File: src/rtl/wr_pkg.sv
// Shared encodings for the write/receive control path.
// The top-level LED decoders use the same state codes.
package wr_pkg;

    localparam logic [2:0] LED_IDLE      = 3'd0;
    localparam logic [2:0] LED_WAIT_BYTE = 3'd1;
    localparam logic [2:0] LED_DONE      = 3'd2;
    localparam logic [2:0] LED_ERROR     = 3'd3;

    typedef enum logic [1:0] {
        IDLE      = 2'd0,
        WAIT_BYTE = 2'd1,
        DONE      = 2'd2,
        ERROR     = 2'd3
    } wr_state_e;

    function automatic logic [2:0] state_leds(input wr_state_e s);
        logic [2:0] code;
        code = LED_IDLE;
        case (s)
            IDLE:      code = LED_IDLE;
            WAIT_BYTE: code = LED_WAIT_BYTE;
            DONE:      code = LED_DONE;
            ERROR:     code = LED_ERROR;
            default:   code = LED_IDLE;
        endcase
        return code;
    endfunction

endpackage

File: src/rtl/wr_control_if.sv
// Bundle between the UART RX core / sequencer and the frame receiver.
// The master side drives requests and bytes; the slave side is wr_control.
interface wr_control_if #(
    parameter int NBYTES = 11
);
    logic                  start_wr;
    logic                  rx_valid;
    logic [7:0]            rx_data;
    logic                  rx_err;
    logic                  busy;
    logic                  done_wr;
    logic                  err_wr;
    logic [NBYTES*8-1:0]   data_out;
    logic [2:0]            wr_leds;

    modport master (
        output start_wr, rx_valid, rx_data, rx_err,
        input  busy, done_wr, err_wr, data_out, wr_leds
    );

    modport slave (
        input  start_wr, rx_valid, rx_data, rx_err,
        output busy, done_wr, err_wr, data_out, wr_leds
    );
endinterface

File: src/rtl/rx_byte_bank.sv
// Shadow shift register holding the frame under reception.
// next_bank is the value after a shift, so the owner can capture a frame as its last byte lands.
module rx_byte_bank #(
    parameter int NBYTES = 11
) (
    input  logic                clk,
    input  logic                rst,
    input  logic                clear,
    input  logic                shift_en,
    input  logic [7:0]          byte_in,
    output logic [NBYTES*8-1:0] next_bank
);

    logic [NBYTES*8-1:0] bank;

    assign next_bank = {bank[NBYTES*8-9:0], byte_in};

    always_ff @(posedge clk or posedge rst) begin
        if (rst) begin
            bank <= '0;
        end else if (clear) begin
            bank <= '0;
        end else if (shift_en) begin
            bank <= next_bank;
        end
    end

endmodule

File: src/rtl/wr_control.sv
// Receives a fixed-length frame from the UART RX core and publishes it on data_out,
// aborting on a framing error or an inter-byte timeout.
module wr_control
    import wr_pkg::*;
#(
    parameter int NBYTES      = 11,
    parameter int TIMEOUT_CYC = 50000
) (
    input  logic         clk,
    input  logic         rst,
    wr_control_if.slave  bus
);

    localparam int BCW = $clog2(NBYTES + 1);
    localparam int TW  = $clog2(TIMEOUT_CYC);
    localparam logic [BCW-1:0] LAST_BYTE = BCW'(NBYTES - 1);
    localparam logic [TW-1:0]  TMO_LAST  = TW'(TIMEOUT_CYC - 1);

    wr_state_e           state, state_next;
    logic [BCW-1:0]      bcnt, bcnt_next;
    logic [TW-1:0]       tcnt, tcnt_next;
    logic                bank_clear, bank_shift, capture;
    logic [NBYTES*8-1:0] next_bank;

    rx_byte_bank #(.NBYTES(NBYTES)) u_bank (
        .clk       (clk),
        .rst       (rst),
        .clear     (bank_clear),
        .shift_en  (bank_shift),
        .byte_in   (bus.rx_data),
        .next_bank (next_bank)
    );

    always_comb begin
        state_next = state;
        bcnt_next  = bcnt;
        tcnt_next  = tcnt;
        bank_clear = 1'b0;
        bank_shift = 1'b0;
        capture    = 1'b0;
        case (state)
            IDLE: begin
                if (bus.start_wr) begin
                    state_next = WAIT_BYTE;
                    bcnt_next  = '0;
                    tcnt_next  = '0;
                    bank_clear = 1'b1;
                end
            end
            WAIT_BYTE: begin
                // Error beats a byte, and a byte beats an expiring timeout.
                if (bus.rx_err) begin
                    state_next = ERROR;
                end else if (bus.rx_valid) begin
                    bank_shift = 1'b1;
                    bcnt_next  = bcnt + BCW'(1);
                    tcnt_next  = '0;
                    if (bcnt == LAST_BYTE) begin
                        state_next = DONE;
                        capture    = 1'b1;
                    end
                end else if (tcnt == TMO_LAST) begin
                    state_next = ERROR;
                end else begin
                    tcnt_next = tcnt + TW'(1);
                end
            end
            DONE:    state_next = IDLE;
            ERROR:   state_next = IDLE;
            default: state_next = IDLE;
        endcase
    end

    // Outputs are registered from the next state so they line up with the state register.
    always_ff @(posedge clk or posedge rst) begin
        if (rst) begin
            state        <= IDLE;
            bcnt         <= '0;
            tcnt         <= '0;
            bus.busy     <= 1'b0;
            bus.done_wr  <= 1'b0;
            bus.err_wr   <= 1'b0;
            bus.wr_leds  <= LED_IDLE;
            bus.data_out <= '0;
        end else begin
            state        <= state_next;
            bcnt         <= bcnt_next;
            tcnt         <= tcnt_next;
            bus.busy     <= (state_next == WAIT_BYTE);
            bus.done_wr  <= (state_next == DONE);
            bus.err_wr   <= (state_next == ERROR);
            bus.wr_leds  <= state_leds(state_next);
            if (capture) begin
                bus.data_out <= next_bank;
            end
        end
    end

endmodule
File: src/flat_wrapper.sv
// flat-port wrapper written by rule: the top's interface ports become plain ports
module wr_control_flat import wr_pkg::*;
#(
    parameter int NBYTES      = 11,
    parameter int TIMEOUT_CYC = 50000
)
  (clk, rst, bus_start_wr, bus_rx_valid, bus_rx_data, bus_rx_err, bus_busy, bus_done_wr, bus_err_wr, bus_data_out, bus_wr_leds);
  wr_control_if #(.NBYTES(NBYTES)) bus_i ();
  input  logic clk;
  input  logic rst;
  input wire logic [$bits(bus_i.start_wr)-1:0] bus_start_wr;
  input wire logic [$bits(bus_i.rx_valid)-1:0] bus_rx_valid;
  input wire logic [$bits(bus_i.rx_data)-1:0] bus_rx_data;
  input wire logic [$bits(bus_i.rx_err)-1:0] bus_rx_err;
  output wire logic [$bits(bus_i.busy)-1:0] bus_busy;
  output wire logic [$bits(bus_i.done_wr)-1:0] bus_done_wr;
  output wire logic [$bits(bus_i.err_wr)-1:0] bus_err_wr;
  output wire logic [$bits(bus_i.data_out)-1:0] bus_data_out;
  output wire logic [$bits(bus_i.wr_leds)-1:0] bus_wr_leds;
  assign bus_i.start_wr = bus_start_wr;
  assign bus_i.rx_valid = bus_rx_valid;
  assign bus_i.rx_data = bus_rx_data;
  assign bus_i.rx_err = bus_rx_err;
  assign bus_busy = bus_i.busy;
  assign bus_done_wr = bus_i.done_wr;
  assign bus_err_wr = bus_i.err_wr;
  assign bus_data_out = bus_i.data_out;
  assign bus_wr_leds = bus_i.wr_leds;
  wr_control #(.NBYTES(NBYTES), .TIMEOUT_CYC(TIMEOUT_CYC)) u_core (.clk(clk), .rst(rst), .bus(bus_i));
endmodule
File: config.mk
export PLATFORM = sky130hd
export DESIGN_NAME = wr_control_flat
export DESIGN_NICKNAME = d
export VERILOG_FILES = /design/src/rtl/wr_pkg.sv /design/src/rtl/wr_control_if.sv /design/src/rtl/rx_byte_bank.sv /design/src/rtl/wr_control.sv /design/src/flat_wrapper.sv
export SDC_FILE = /design/constraint.sdc
export NUM_CORES = 1
export LEC_CHECK = 0
export BUFFER_PORTS_ARGS = -buffer_cell sky130_fd_sc_hd__buf_4
export CAP_MARGIN = 20
export CORE_ASPECT_RATIO = 0.9
export CORE_MARGIN = 4
export CORE_UTILIZATION = 30
export DETAILED_ROUTE_END_ITERATION = 10
export PLACE_DENSITY_LB_ADDON = 0.25
export SLEW_MARGIN = 20
export SYNTH_ARGS = -nofsm -noshare
export SYNTH_HDL_FRONTEND = slang
export SYNTH_HIERARCHICAL = 1
export SYNTH_SLANG_ARGS = --single-unit
File: constraint.sdc
create_clock -name clk -period 3.1 [get_ports clk]
set_input_delay 0.31 -clock clk [delete_from_list [all_inputs] [get_ports clk]]
set_output_delay 0.31 -clock clk [all_outputs]
set_load 0.005 [all_outputs]
Yosys cells after proc, flatten, opt, wreduce, memory -nomap -nowiden
Index checks and enable logic that the tools add are counted.
{"block": "word_totals", "ff_bits": 196, "latch_bits": 0, "ram_bits": 0, "romBits": 0, "out_inout_bits": 94, "mem_count": 0}
{"block": "op_classes", "addsub": 2, "n_mul": 0, "n_div": 0, "magnitude_cmp": 0, "n_eq_ne": 12, "shift": 0, "n_mux": 27, "bitwise": 0, "n_reduce_logical": 7}
{"cell": "$mux 80", "count": 2}
{"cell": "$mux 16", "count": 4}
{"cell": "$pmux 16 s2", "count": 1}
{"cell": "$add 16x1->16 const B", "count": 1}
{"cell": "$eq 16x16->1 const B", "count": 1}
{"cell": "$mux 4", "count": 3}
{"cell": "$pmux 3 s4", "count": 1}
{"cell": "$mux 2", "count": 5}
{"cell": "$mux 1", "count": 9}
{"cell": "$eq 2x2->1 const B", "count": 4}
{"cell": "$pmux 4 s2", "count": 1}
{"cell": "$reduce_and 4->1", "count": 2}
{"cell": "$ne 2x2->1 const B", "count": 3}
{"cell": "$pmux 2 s3", "count": 1}
{"cell": "$add 4x1->4 const B", "count": 1}
{"cell": "$eq 2x1->1 const B", "count": 2}
{"cell": "$eq 4x4->1 const B", "count": 1}
{"cell": "$logic_not 2->1", "count": 2}
{"cell": "$reduce_bool 2->1", "count": 2}
{"cell": "$ne 3x3->1 const B", "count": 1}
{"cell": "$reduce_or 2->1", "count": 1}

Logic depth before layout (Yosys ltp)
{"block": "logic_depth", "ltp_word": 7, "ltp_mapped": 10, "ltp_nobuf": 7}

Cells and area by module
The synthesis kept the hierarchy.
{"module": "wr_control", "instances": 1, "cells_per_inst": 342, "area_each_um2": 4732.0, "seq_area_each_um2": 2852.7}
{"module": "rx_byte_bank", "instances": 1, "cells_per_inst": 267, "area_each_um2": 3333.2, "seq_area_each_um2": 2001.9}

Worst setup path before layout
OpenSTA, ideal clock, no wires.
{"block": "synth_path", "kind": "flip-flop to flip-flop", "startpoint": "register u_core/tcnt[0] (netlist name)", "endpoint": "register u_core.u_bank.bank[0]", "arrival_ns": 1.852, "required_time_ns": 2.968, "setup_slack_ns": 1.116, "stages_incl_launch_ff": 11, "synth_period_minus_slack_ns": 1.984, "path_cell_list": "dfrtp_1 ha_1 nand3_1 nor4_1 a21bo_1 buf_6 nor2_1 buf_6 buf_8 mux2i_1 nor2_1"}
{"item": "end signal, assigned", "line": "rx_byte_bank.sv:24", "source": "bank <= next_bank;"}
{"item": "end, declared", "line": "rx_byte_bank.sv:14", "source": "logic [NBYTES*8-1:0] bank;"}

==> flow_summary.yaml <==
status:
  status: "completed"
drt:
  drtPass1Iterations: 5
  viasPerCell: 4.63
  drc: 0
  vias: 4925
  detail_route.wl_per_cell_um: 16.8
  wirelength_mm: 17.8
  ant_nets: 0
  drtIter0Drc: 332
power_and_ir_drop:
  irDropWorstVdd_uv: 349
  p_leak_uw: 0.00479
  power_uw: 6140
  powerDensity_mw_per_mm2: 627
placed_design:
  gp_congestion: 0.717
  place_inst: 1031
  hpwlAfterDp_mm: 11.7
  portBuffers: 105
  preCtsSetupSlack_ns: 0.862
synthesis:
  synth_edf_count: 0
  synth.area.top_cells: "dfrtp_1 (60%), mux2i_1 (9.9%), mux2_2 (9.6%)"
  ys_seq_area_frac: 0.602
  syn_area_mm2: 0.00807
  synth_cells: 609
  yosys.cell_count.top_type: "dfrtp_1"
  synth_area_per_cell_um2: 13.2
  yosysTopAreaCellShare: 0.602
  yosysWarnings: 6
  synth_nets: 625
  synth.largest_area_cell: "dfrtp_1"
  synth_flop_cell: "dfrtp_1"
  yosys.cell_types.count: 48
  synthTopCellsByCount: "dfrtp_1 (194), nor2_1 (94), mux2i_1 (80)"
  synthArstFlopShare: 1.00
  synth-seq-cells: 194
sta:
  setup_viol: 0
  worstMarginPinSlew_ns: 0.991
  period_minus_slack_ns: 2.24
  max_freq_mhz: 447
  slew_viol_final: 0
  finalHoldViolations: 0
  fin_crit_sh: 0.722
  setup_slack_ns: 0.861
  clock_skew_ns: 0.0147
  setup-tns-final_ns: 0
  rsz0062_at_grt: "false"
  slew-limit-headroom: 0.337
grt:
  grt_pass1_vias: 4771
  grt.total_usage: 0.122
  antenna_found_initial: 0
  grt_max_degree: 89
  grt_pass1_wl_mm: 28.6
  grt_overflow_total: 0
floorplanning:
  dieArea_mm2: 0.0296
  die_h_um: 164
  core_mm2: 0.0263
  io_pins: 107
  start_util: 0.307
  dieWidth_um: 181
  rows: 56
setup_path:
  worstSetupPathType: "reg -> reg"
  endpoint_kind: "flip-flop"
  cp_max_fo: 36
  cp_data_required_time_ns: 3.42
  critPathLaunchType: "flip-flop"
  cp.arrival_ns: 2.56
run:
  maxCapViolations: 0
cts:
  post-cts-setup-buffers: 0
  ctsLongestPathBuffers: 2
  cts_made_buffers: 17
  clockRootBuffer: "clkbuf_16"
  clk_latency_ns: 0.43
  cts_max_level: 4
  cts.sinks: 194
  clk_pin_slew_worst_paths_ns: 0.08
  cts_tree: "done"
layout:
  n_fill_cell: 2535
  area_growth_pct: 21.3
  antenna_cells: 0
  fin_cells: 1064
  drive_gt1_frac: 0.325
  fin_util: 0.372
  final_nets: 719
hold_path:
  holdCritPathClass: "in -> reg"
-- per-stage QoR --
| stage | instance area, um2 | hold slack [ns] |
|---|---|---|
| after global placement | 9150 | 0.421 |
| after global routing | 9780 | 0.0896 |
| after detailed placement | 9150 | 0.418 |
| after floorplan | 8070 | 0.381 |
| after CTS | 9780 | 0.0825 |
| final | 9780 | 0.106 |
-- final timing paths --
path / from / endpoint / slack, ns / depth (start not counted)
min: bus_rx_data[0] / u_core/bus.data_out[0] / 0.11 / 2
max: u_core/tcnt[0] / u_core/u_bank/bank[78] / 0.86 / 8
min reg2reg: u_core/bus.data_out[84] / u_core/bus.data_out[84] / 0.49 / 1
max reg2reg: u_core/tcnt[0] / u_core/u_bank/bank[78] / 0.86 / 8
min in group asynchronous: rst / u_core/bus.data_out[2] / 0.52 / 3
max in group asynchronous: rst / u_core/bus.data_out[43] / 1.75 / 4
-- where the power goes --
| part | total [uW] | internal (uW) | switching (uW) |
|---|---|---|---|
| Clock | 2340 | 1260 | 1080 |
| Combinational | 943 | 376 | 568 |
| Sequential | 2850 | 2690 | 164 |
-- critical path, cell delays in order (launching register included) --
cell,delay [ns]
dfrtp_1,0.43
ha_1,0.28
nand3_1,0.15
nor4_1,0.08
a21bo_1,0.23
nor2_4,0.33
buf_12,0.32
mux2i_1,0.24
nor2_1,0.05
-- cell families after synthesis --
| logic type | count (synthesis) | share of synthesized area |
|---|---|---|
| AOI/OAI and AO/OA | 47 | 0.0400 |
| xor gates and xnor gates | 1 | 0.00109 |
| adders and majority gates | 3 | 0.00465 |
| buffers and inverters | 49 | 0.0456 |
| DFF | 194 | 0.602 |
| muxes | 169 | 0.224 |
| other | 1 | 0.000465 |
| and+or+nand+nor | 145 | 0.0827 |
-- timing repair --
action                                 in CTS  in global routing
hold buffers                                1                  0
endpoints found under the hold margin      19                  0
gates resized for setup                     0                  0
-- final cells by class --
| class | count | area, um2 | area share |
|---|---|---|---|
| clock buffers | 18 | 439 | 0.0449 |
| clock inverters | 14 | 186 | 0.0191 |
| inverters | 6 | 31.3 | 0.00320 |
| multi-input cells | 366 | 2860 | 0.292 |
| flip-flops and latches | 194 | 4850 | 0.496 |
| well taps | 348 | 435 | 0.0445 |
| repair buffers | 118 | 976 | 0.0997 |
-- sequential cells by signal (all words and copies together) (netlist names) --
signal and count:
u_core/bcnt 4, u_core/bus.busy 1, u_core/bus.data_out 88, u_core/bus.done_wr 1
u_core/bus.err_wr 1, u_core/bus.wr_leds 2, u_core/state 1, u_core/tcnt 16
u_core/u_bank/bank 80
-- layout by cell type, fill, tap and decap left out, types with 2 or more instances in the layout --
| cell type | netlist | final |
|---|---|---|
| buf_4 | 12 | 110 |
| nor4_1 | 3 | 3 |
| buf_12 | 0 | 7 |
| bufinv_16 | 0 | 2 |
| nand4_1 | 4 | 4 |
| nor2_1 | 94 | 93 |
| o41ai_2 | 3 | 3 |
| nand3_1 | 12 | 12 |
| dfrtp_1 | 194 | 194 |
| inv_1 | 6 | 4 |
| a31oi_1 | 7 | 7 |
| and3_1 | 3 | 3 |
| o31ai_1 | 5 | 5 |
| clkinv_4 | 0 | 2 |
| a21oi_1 | 4 | 4 |
| clkbuf_16 | 0 | 17 |
| mux2_2 | 69 | 69 |
| mux2_1 | 20 | 20 |
| clkinvlp_4 | 0 | 2 |
| nand2_1 | 12 | 12 |
| mux2i_1 | 80 | 80 |
| ha_1 | 3 | 3 |
| o21ai_0 | 16 | 16 |
| inv_8 | 0 | 6 |
| o21ai_1 | 5 | 5 |
| o21bai_1 | 2 | 2 |
| inv_6 | 0 | 3 |
| and2_1 | 3 | 3 |
-- per-layer routing --
metal,GRT usage,part of all wire
met1,0.185,0.51
met2,0.174,0.44
met3,0.0265,0.033
met4,0.0364,0.0087
met5,0,0
(Power assumes the default switching activity.)
